`config.mk`:
```
export PLATFORM = sky130hd
export DESIGN_NAME = mini_cpu_param
export DESIGN_NICKNAME = d
export VERILOG_FILES = /design/src/rtl/mini_cpu_param.sv
export SDC_FILE = /design/constraint.sdc
export NUM_CORES = 1
export LEC_CHECK = 0
export CAP_MARGIN = 10
export CORE_MARGIN = 3
export CORE_UTILIZATION = 35
export CTS_CLUSTER_SIZE = 16
export DETAILED_ROUTE_END_ITERATION = 8
export GPL_TIMING_DRIVEN = 0
export PLACE_DENSITY = 0.58
export SLEW_MARGIN = 20
export SYNTH_ARGS = -nofsm -noshare
export SYNTH_HDL_FRONTEND = slang
export SYNTH_SLANG_ARGS = --single-unit
export TNS_END_PERCENT = 10
```
`constraint.sdc`:
```
create_clock -name clk -period 16.4 [get_ports clk]
set_clock_uncertainty 0.2 [all_clocks]
set_input_delay 4.92 -clock clk [delete_from_list [all_inputs] [get_ports clk]]
set_output_delay 4.92 -clock clk [all_outputs]
set_load 0.1 [all_outputs]
```
`src/rtl/mini_cpu_param.sv`:
```
// mini_cpu_param -- single-block multicycle CPU for the switch/pushbutton panel.
//
// Each instruction walks FETCH -> DECODE -> READ -> CALC -> STORE -> SHOW and
// returns to FETCH, one state per clock. The register file, ALU and
// button edge detection all live in this block.
//
// Ports:
//   clk        system clock, all logic on posedge
//   reset      synchronous, active-high
//   opcode     instruction opcode switches
//   addr1      destination register (source for DISPLAY)
//   addr2      first source register
//   addr3_imm  shared field: top ADDR_W bits = addr3, whole field = immediate
//              (sign-magnitude, MSB is the sign)
//   ligar      power pushbutton, active-low
//   enviar     submit pushbutton, active-low
//   result     last shown value
//   on         high whenever the CPU is not OFF
//   estado     current state code
//   done       one-cycle pulse when an instruction completes
//
// Optional feature: define MINI_CPU_FLAGS_EN to add the zero/neg/ovf status
// outputs, updated together with result.
module mini_cpu_param #(
    parameter int DATA_W = 16,
    parameter int ADDR_W = 4,
    parameter int IMM_W  = 7
) (
    input  logic              clk,
    input  logic              reset,
    input  logic [2:0]        opcode,
    input  logic [ADDR_W-1:0] addr1,
    input  logic [ADDR_W-1:0] addr2,
    input  logic [IMM_W-1:0]  addr3_imm,
    input  logic              ligar,
    input  logic              enviar,
    output logic [DATA_W-1:0] result,
    output logic              on,
    output logic [2:0]        estado,
    output logic              done
`ifdef MINI_CPU_FLAGS_EN
    ,
    output logic              zero,
    output logic              neg,
    output logic              ovf
`endif
);

    localparam int NREG  = 2**ADDR_W;
    localparam int MAG_W = IMM_W - 1;
    localparam int MSB   = DATA_W - 1;

    localparam logic [2:0] OP_LOAD    = 3'd0;
    localparam logic [2:0] OP_ADD     = 3'd1;
    localparam logic [2:0] OP_ADDI    = 3'd2;
    localparam logic [2:0] OP_SUB     = 3'd3;
    localparam logic [2:0] OP_SUBI    = 3'd4;
    localparam logic [2:0] OP_MUL     = 3'd5;
    localparam logic [2:0] OP_CLEAR   = 3'd6;
    localparam logic [2:0] OP_DISPLAY = 3'd7;

    typedef enum logic [2:0] {
        S_OFF    = 3'b000,
        S_FETCH  = 3'b001,
        S_DECODE = 3'b010,
        S_READ   = 3'b011,
        S_CALC   = 3'b100,
        S_STORE  = 3'b110,
        S_SHOW   = 3'b111
    } state_t;

    state_t            state, state_n;
    logic              ligar_flag, enviar_flag;
    logic              ligar_rel, enviar_rel;
    logic [2:0]        op_q;
    logic [ADDR_W-1:0] a1_q, a2_q, a3;
    logic [IMM_W-1:0]  imm_q;
    logic [DATA_W-1:0] regs [NREG];
    logic [DATA_W-1:0] opa, opb, alu_q, alu_n;
    logic [DATA_W-1:0] mag, immx, mul_lo;
`ifdef MINI_CPU_FLAGS_EN
    logic [2*DATA_W-1:0] prod;
    logic                ovf_q, ovf_n;
`endif

    assign estado = state;
    assign on     = (state != S_OFF);

    // A release event is a high button sample while its pressed flag is set.
    assign ligar_rel  = ligar & ligar_flag;
    assign enviar_rel = (state == S_FETCH) & enviar & enviar_flag;

    // addr3 shares the switches with the immediate and takes its top bits.
    assign a3   = imm_q[IMM_W-1 -: ADDR_W];
    assign mag  = {{(DATA_W-MAG_W){1'b0}}, imm_q[MAG_W-1:0]};
    assign immx = imm_q[IMM_W-1] ? ({DATA_W{1'b0}} - mag) : mag;

`ifdef MINI_CPU_FLAGS_EN
    // Sign-extended operands give the exact signed product in 2*DATA_W bits.
    assign prod   = {{DATA_W{opa[MSB]}}, opa} * {{DATA_W{opb[MSB]}}, opb};
    assign mul_lo = prod[DATA_W-1:0];
`else
    assign mul_lo = opa * opb;
`endif

    // State register
    always_ff @(posedge clk) begin
        if (reset) begin
            state <= S_OFF;
        end else begin
            state <= state_n;
        end
    end

    // Next state; a ligar release overrides every other transition.
    always_comb begin
        state_n = state;
        case (state)
            S_OFF:    state_n = S_OFF;
            S_FETCH:  if (enviar_rel) state_n = S_DECODE;
            S_DECODE: state_n = S_READ;
            S_READ:   state_n = S_CALC;
            S_CALC:   state_n = S_STORE;
            S_STORE:  state_n = S_SHOW;
            S_SHOW:   state_n = S_FETCH;
            default:  state_n = S_OFF;
        endcase
        if (ligar_rel) begin
            state_n = (state == S_OFF) ? S_FETCH : S_OFF;
        end
    end

    // Button pressed flags; enviar is only armed while waiting in FETCH.
    always_ff @(posedge clk) begin
        if (reset) begin
            ligar_flag  <= 1'b0;
            enviar_flag <= 1'b0;
        end else begin
            if (!ligar) begin
                ligar_flag <= 1'b1;
            end else if (ligar_flag) begin
                ligar_flag <= 1'b0;
            end
            if (state != S_FETCH) begin
                enviar_flag <= 1'b0;
            end else if (!enviar) begin
                enviar_flag <= 1'b1;
            end else if (enviar_flag) begin
                enviar_flag <= 1'b0;
            end
        end
    end

    // ALU result computed during CALC
    always_comb begin
        alu_n = '0;
        case (op_q)
            OP_LOAD:  alu_n = immx;
            OP_ADD:   alu_n = opa + opb;
            OP_ADDI:  alu_n = opa + immx;
            OP_SUB:   alu_n = opa - opb;
            OP_SUBI:  alu_n = opa - immx;
            OP_MUL:   alu_n = mul_lo;
            OP_CLEAR: alu_n = '0;
            default:  alu_n = regs[a1_q];
        endcase
    end

`ifdef MINI_CPU_FLAGS_EN
    // Signed overflow; for MUL the product overflows unless its upper half
    // plus the result sign bit are all copies of one bit.
    always_comb begin
        ovf_n = 1'b0;
        case (op_q)
            OP_ADD:  ovf_n = (opa[MSB] == opb[MSB])  && (alu_n[MSB] != opa[MSB]);
            OP_ADDI: ovf_n = (opa[MSB] == immx[MSB]) && (alu_n[MSB] != opa[MSB]);
            OP_SUB:  ovf_n = (opa[MSB] != opb[MSB])  && (alu_n[MSB] != opa[MSB]);
            OP_SUBI: ovf_n = (opa[MSB] != immx[MSB]) && (alu_n[MSB] != opa[MSB]);
            OP_MUL:  ovf_n = !((&prod[2*DATA_W-1:MSB]) || !(|prod[2*DATA_W-1:MSB]));
            default: ovf_n = 1'b0;
        endcase
    end
`endif

    // Datapath; a ligar release in any state aborts that state's work.
    always_ff @(posedge clk) begin
        if (reset) begin
            op_q   <= '0;
            a1_q   <= '0;
            a2_q   <= '0;
            imm_q  <= '0;
            opa    <= '0;
            opb    <= '0;
            alu_q  <= '0;
            result <= '0;
            done   <= 1'b0;
            for (int i = 0; i < NREG; i++) regs[i] <= '0;
`ifdef MINI_CPU_FLAGS_EN
            ovf_q <= 1'b0;
            zero  <= 1'b0;
            neg   <= 1'b0;
            ovf   <= 1'b0;
`endif
        end else begin
            done <= 1'b0;
            if (!ligar_rel) begin
                case (state)
                    S_FETCH: begin
                        if (enviar_rel) begin
                            op_q  <= opcode;
                            a1_q  <= addr1;
                            a2_q  <= addr2;
                            imm_q <= addr3_imm;
                        end
                    end
                    S_READ: begin
                        opa <= regs[a2_q];
                        opb <= regs[a3];
                    end
                    S_CALC: begin
                        alu_q <= alu_n;
`ifdef MINI_CPU_FLAGS_EN
                        ovf_q <= ovf_n;
`endif
                    end
                    S_STORE: begin
                        if (op_q == OP_CLEAR) begin
                            for (int i = 0; i < NREG; i++) regs[i] <= '0;
                            alu_q <= '0;
                        end else if (op_q != OP_DISPLAY) begin
                            regs[a1_q] <= alu_q;
                        end
                    end
                    S_SHOW: begin
                        result <= alu_q;
                        done   <= 1'b1;
`ifdef MINI_CPU_FLAGS_EN
                        zero <= (alu_q == '0);
                        neg  <= alu_q[MSB];
                        ovf  <= ovf_q;
`endif
                    end
                    default: ;
                endcase
            end
        end
    end

endmodule

```
## Word-level counts from Yosys, hierarchy flattened

Memory sizes are Yosys's and may differ from the RTL's. A register that Yosys moved wholly into a read port is not among the register bits.
Index checks and enable logic that the tools add are counted.

- Register bits after elaboration: 56
- Bits in writable memories: 256
- Memories kept: 1

- $add $sub $neg: 5
- Multipliers: 1
- Equality and inequality tests: 16
- Multiplexer cells: 45
- Bitwise logic cells: 20
- Reductions and logical operators: 11

Memories:

| memory | words | bits a word | read ports | clocked after Yosys merged registers in | write ports | RTL line | text |
|---|---|---|---|---|---|---|---|
| regs | 16 | 16 | 3 | 3 | 16 | 78 | `logic [DATA_W-1:0] regs [NREG];` |

Operators by type and width:

| cell | count |
|---|---|
| 16-bit 2-to-1 mux | 19 |
| 16-bit one-hot mux with 7 select lines | 1 |
| 16-bit adder | 2 |
| 16-bit one-hot mux with 2 select lines | 1 |
| 16-bit subtractor | 2 |
| 3-bit equality test, second input constant | 6 |
| 1-bit 2-to-1 mux | 18 |
| 3-bit one-hot mux with 6 select lines | 1 |
| 16-bit by 16-bit multiplier with 16-bit output | 1 |
| 1-bit OR | 16 |
| 16-bit OR reduction | 1 |
| 3-bit by 2-bit equality test with 1-bit output, second input constant | 4 |
| 4-bit 2-to-1 mux | 3 |
| 1-bit by 6-bit subtractor with 7-bit output, first input constant | 1 |
| 3-bit by 1-bit equality test with 1-bit output, second input constant | 2 |
| 3-bit zero test | 2 |
| 3-bit 2-to-1 mux | 2 |
| 3-bit inequality test, second input constant | 2 |
| 3-bit AND reduction | 2 |
| 2-bit AND reduction | 2 |
| 2-bit OR reduction | 2 |
| 1-bit AND | 3 |
| 3-bit by 1-bit inequality test with 1-bit output, second input constant | 1 |
| 3-bit nonzero test | 1 |
| other kinds (3) | 3 |

## Logic depth before layout (Yosys ltp)

Gate-level depths: netlist of run 1.

- Word-level depth: 9
- Gate-level depth with buffers: 23

## Worst setup path before layout of run 1

OpenSTA, ideal clock, no wires.

- Kind: input port to flip-flop
- Start: input ligar
- End: memory regs[1][0] (enable)
- Library setup time: 0.411 ns
- Data arrival time: 7.259 ns
- Slack: 8.530 ns
- Stages on the path: 6
- Cells stage by stage: nand2_1 -> nand3_1 -> or3b_1 -> or3_1 -> buf_2 -> o21ai_0

RTL lines:

| what | RTL line | text |
|---|---|---|
| from (decl) | 35 | `input logic ligar,` |
| to (decl) | 78 |  |

==> flow_summary.yaml, run 1 <==
critical_path:
  worstSetupEndpointType: "flop"
  r2r-start: "opb[2]"
  r2r_slack_ps: 9600
  critPathCapture: "regs[12][9]"
  required_ps: 16350
  crit_path_start_kind: "input pin"
  crit_arrival_ps: 8330
  r2r-end: "alu_q[12]"
  crit_fanout: 16
  r2r_cells: 19
  crit_start: "ligar"
  crit_type: "input pin to flop"
layout:
  area_delta_synth_final_pct: 11.84
  final_cell_mix: "325 x and2_1, 256 x edfxtp_1, 246 x nand2_1"
  layout_commonest_cell: "and2_1"
  antenna_cells: 0
  filler_cell_count: 6659
  finalNetCount: 2344
  drive_above_1_share: 0.1627
detailed_routing:
  drt_iter0_markers: 1792
  wl_met1_um: 31960
  met3WireLength_um: 6425
  highest_layer: "met5"
  wl_per_cell_um: 25.56
  drt_pass1_iterations: 5
  dr_wl_met2_um: 39500
  drtAntennaViolNets: 0
  post_drt_via_cell_ratio: 5.638
  vias: 17650
  routed_wirelength_um: 80030
  drc: 0
logic_synthesis:
  synth-seq-cells: 348
  synth_compound_area_frac: 0.06032
  yosysSeqAreaShare: 0.3887
  synthSimpleGateAreaFrac: 0.1569
  ys.flop_type: "edfxtp_1"
  syn-num-nets: 2254
  synth_edf_count: 256
  synthDistinctLibCells: 70
  synthMuxAreaShare: 0.2218
  synthAdderAreaFrac: 0.1008
  synth_xor_area_frac: 0.02465
  async_reset_ff_frac: 0
  syn_inst: 2083
  synth_top_family_by_area: "multiplexers"
  syn_avg_cell_area_um2: 11.77
  synth_warnings: 0
  synth_area_mm2: 0.02452
cts:
  clockBufferDepth: 3
  path_clk_slew_ps: 60
  clk_latency_ps: 540
  cts_resized: 0
  cts_max_level: 2
  cts_root_buf: "clkbuf_16"
  cts_tree: "done"
  postCtsSetupRepairBufs: 0
  clock-sinks: 348
  postCtsHoldBufs: 0
  cts_buffers: 38
timing:
  fmax_ghz: 0.1193
  finalHoldViolCount: 0
  maxSlewViolCount: 0
  finalCriticalPeriod_ps: 8380
  period_share: 0.5110
  timing.slew.headroom: 0.2745
  rsz0062_at_grt: "false"
  tightestPinTransition_ps: 1088
  finalWorstSetupSlack_ps: 8020
  fin_setup_tns_ps: 0
  finalSetupViolations: 0
die:
  die_area_mm2: 0.07326
  die_h_um: 270.7
  initial_core_util: 0.3556
  die_w_um: 270.7
  io-pin-count: 43
  num_rows: 96
  core_mm2: 0.06895
place:
  portBuffers: 41
  dp_hpwl_um: 62490
  gp_congestion: 0.9513
  dp_slack_ps: 7510
pwr:
  p_leak_nw: 9.518
  ir_drop_mv: 0.07936
  powerDensity_mw_per_mm2: 68.94
run:
  maxCapViolCount: 0
global_route:
  grt_pass1_wl_um: 118700
  grt_pass1_vias: 17990
  track_usage: 0.2174
  antenna_found_initial: 1
  grt_max_degree: 17
  grt_overflow: 0
hold_path:
  hp-class: "flop to flop"
outcome:
  status: "finished clean"
synth_stat cells, drive strengths merged, types with 7 or more instances:
master,number,area [µm²]
nor2b,7,43.79
nand3,15,75.07
clkbuf,125,470.5
o21a,7,52.55
nand2,246,923.4
nand2b,19,118.9
edfxtp,256,7687
xnor2,53,464.2
nor2,70,267.8
mux4,240,5405
a22oi,11,82.58
and2,325,2033
fa,81,1622
or3,10,62.56
a221oi,9,85.08
nor3,27,157.7
dfxtp,92,1842
buf,41,215.2
a21o,7,52.55
inv,123,461.7
o21ai,56,280.3
ha,68,850.8
a21oi,112,560.5
xor2,16,140.1
critical path, stage by stage:
cell,delay [ps]
clkdlybuf4s50_1,440
nand2_1,200
nand3_1,200
nor3b_1,420
nand3_1,420
nor3_1,810
nand2b_1,890
per-layer routing:
metal | vias up | track usage
li1 | 7681 | -
met1 | 9071 | 0.2842
met2 | 775 | 0.3708
met3 | 124 | 0.04124
met4 | 2 | 0.05821
met5 | - | 0
kinds of logic (layout without fill, tap and decap cells):
group / Yosys count / in the layout
fa+ha+maj: 149 / 149
buf+inv: 289 / 406
simple gates: 741 / 741
flops: 348 / 348
xor+xnor: 69 / 69
mux: 243 / 243
compound gates: 244 / 244
area by class of cell:
type                    count  area [µm²]  area share
well taps                 931        1165     0.04248
inverters                 123       461.7     0.01684
repair buffers             50       511.7     0.01866
clock inverters            17       82.58    0.003012
multi-input cells        1446       13910      0.5073
flip-flops and latches    348        9529      0.3475
plain buffers             166       689.4     0.02514
clock buffers              50        1070     0.03901
how the worst min path moves through the flow:
stage / start / to / slack [ps] / cells after the start
global route: result[6] / result[6] / 290 / 2
floorplan: imm_q[1] / imm_q[1] / 250 / 2
CTS: result[8] / result[8] / 270 / 2
finish: result[9] / result[9] / 270 / 2
global placement: result[8] / result[8] / 250 / 2
detailed placement: result[12] / result[12] / 260 / 2
state kept, by name, summed over array words and instances (netlist names), 3 cells and up, named ones only:
register / flops
op_q: 3
alu_q: 16
regs: 256
a1_q: 4
imm_q: 7
result: 16
opa: 16
a2_q: 4
opb: 16
estado: 3
metrics by stage:
step	utilization	std cells	hold slack (ps)	total power [W]	cell area, µm²
floorplan	-	2083	245.4	0.001044	24520
global placement	0.3784	3055	249.7	0.001078	26090
detailed placement	0.3810	3064	258.2	0.001084	26270
CTS	0.3977	3131	272.2	0.001894	27420
global route	0.3977	3131	294.4	0.001935	27420
finish	0.3977	3131	269.2	0.001890	27420
where the power goes:
group	leakage (nW)	internal [W]	switching (W)
Sequential	3.34	0.000967	0.0000181
Clock	0.569	0.000459	0.000364
Combinational	5.61	0.0000374	0.0000448
Total	9.52	0.00146	0.000427
Power figures use the tool's default switching activity.
==> run 2: changes to the inputs <==
clock period = 8.2 ns   (was 16.4 ns; I/O delays follow)
==> run 2 against run 1 <==
Compared with the run above: total power rose by 100%; sequential power rose by 100%; clock power rose by 100%; utilization did not move; sequential cell count did not move; critical endpoint is now alu_q[12]; routed wire length rose by 0.21%; count of clock-buffer cells in the layout did not move; combinational power rose by 100%; cell count did not move; die area did not move; via count rose by 0.99%; worst hold slack barely moved.
==> flow_summary.yaml, run 2 (same netlist as run 1, synthesis figures left out) <==
outcome:
  status: "finished clean"
run:
  maxCapViolCount: 0
die:
  initial_core_util: 0.3556
  num_rows: 96
  die_area_mm2: 0.07326
  die_w_um: 270.7
  core_mm2: 0.06895
  io-pin-count: 43
  die_h_um: 270.7
cts:
  path_clk_slew_ps: 60
  postCtsHoldBufs: 0
  cts_buffers: 38
  clockBufferDepth: 3
  cts_max_level: 2
  cts_resized: 0
  postCtsSetupRepairBufs: 0
  cts_root_buf: "clkbuf_16"
  cts_tree: "done"
  clk_latency_ps: 540
  clock-sinks: 348
timing:
  rsz0062_at_grt: "false"
  fmax_ghz: 0.1468
  maxSlewViolCount: 0
  tightestPinTransition_ps: 1086
  finalSetupViolations: 0
  timing.slew.headroom: 0.2759
  finalCriticalPeriod_ps: 6814
  fin_setup_tns_ps: 0
  finalHoldViolCount: 0
  period_share: 0.8309
place:
  dp_hpwl_um: 62490
  gp_congestion: 0.9513
  portBuffers: 41
global_route:
  grtUsageMet1: 0.2847
  grt_overflow: 0
  use_met2: 0.3706
  grt_util_met3: 0.04026
  grt_busiest_layer: "met2"
  grt_pass1_wl_um: 118700
  grt_max_degree: 17
  grt_pass1_vias: 17990
  antenna_found_initial: 1
  track_usage: 0.2173
critical_path:
  cp_common_cell: "fa_1"
  r2r_slack_ps: 1390
  path_cells: "clkbuf_1 -> clkbuf_1 -> nand2_1 -> fa_1 -> fa_1 -> fa_1 -> fa_1 -> inv_1 -> fa_1 -> inv_1 -> fa_1 -> inv_1 -> ha_1 -> and3_1 -> a211oi_1 -> xnor2_1 -> a221o_1 -> a21oi_1 -> nor4_1"
  r2r-end: "alu_q[12]"
  cp_slowest_cell: "fa_1"
  crit_path_start_kind: "flop"
  r2r-start: "opb[2]"
  required_ps: 8400
  crit_buf_inv: 5
  crit_arrival_ps: 7010
  critPathTopFamily: "adder cells"
  cp_slowest_stage_delay_ps: 580
  crit_fanout: 10
  worstSetupEndpointType: "flop"
  crit_type: "flop to flop"
  r2r_cells: 19
detailed_routing:
  drt_iter0_markers: 1899
  routed_wirelength_um: 80200
  drc: 0
  drtAntennaViolNets: 0
  drt_pass1_iterations: 5
  vias: 17830
  wl_per_cell_um: 25.62
  post_drt_via_cell_ratio: 5.694
pwr:
  ir_drop_mv: 0.1581
  power_w: 0.003780
  powerDensity_mw_per_mm2: 137.9
  p_leak_nw: 9.525
layout:
  regMostFlops: "regs"
  layout_commonest_cell: "and2_1"
  area_delta_synth_final_pct: 11.84
  final_cell_mix: "325 x and2_1, 256 x edfxtp_1, 246 x nand2_1"
  filler_cell_count: 6659
  finalNetCount: 2344
  drive_above_1_share: 0.1627
  antenna_cells: 0
  fin_util: 0.3977
  largest_reg_flops: 256
hold_path:
  worstHoldPathCells: 2
  min_to: "result[9]"
  hp-class: "flop to flop"
  hp-start: "result[9]"
==> run 2: cell counts in the layout (fill, tap and decap cells not counted) <==
No cell type changed its count.
==> run 2: worst max-delay path by stage <==
stage / from / end / depth (start not counted)
final: opb[2] / alu_q[12] / 19
after global routing: opb[2] / alu_q[12] / 19
after CTS: opb[2] / alu_q[14] / 19
after detailed placement: opb[2] / alu_q[12] / 19
after global placement: ligar / regs[5][8] / 7
after floorplan: opb[2] / alu_q[14] / 19
==> run 2: cell type report <==
cell class / count / area, µm² / share of cell area
plain buffers: 166 / 689.4 / 0.02514
clock buffers: 50 / 1070 / 0.03901
clock inverters: 17 / 82.58 / 0.003012
inverters: 123 / 461.7 / 0.01684
multi-input cells: 1446 / 13910 / 0.5073
flip-flops and latches: 348 / 9529 / 0.3475
well taps: 931 / 1165 / 0.04248
repair buffers: 50 / 511.7 / 0.01866
==> run 2: metal layers <==
layer	wire [µm]	up-vias
li1	-	7688
met1	31450	9167
met2	39490	842
met3	7052	129
met4	2205	2
met5	11	-
==> run 2: worst register-to-register path, delay by kind of cell (launching register included) <==
| family | cells | cell delay, ps |
|---|---|---|
| xor+xnor | 1 | 220 |
| simple gates | 3 | 410 |
| flops | 1 | 450 |
| fa+ha+maj | 7 | 3420 |
| compound gates | 3 | 860 |
| buf+inv | 5 | 1110 |
==> run 2: power breakdown <==
| group | internal (W) | total, W | switching [W] |
|---|---|---|---|
| logic | 0.0000747 | 0.000164 | 0.0000894 |
| registers | 0.00193 | 0.00197 | 0.0000357 |
| clock network | 0.000918 | 0.00165 | 0.000729 |
==> run 2: through the flow <==
step,cells,setup slack (ps),cell area (µm²),hold WS (ps)
after global placement,3055,1008,26090,249.7
after floorplan,2083,2423,24520,245.4
after global routing,3131,1009,27420,294.4
after CTS,3131,1406,27420,272.2
final,3131,1386,27420,269.0
after detailed placement,3064,1443,26270,258.2
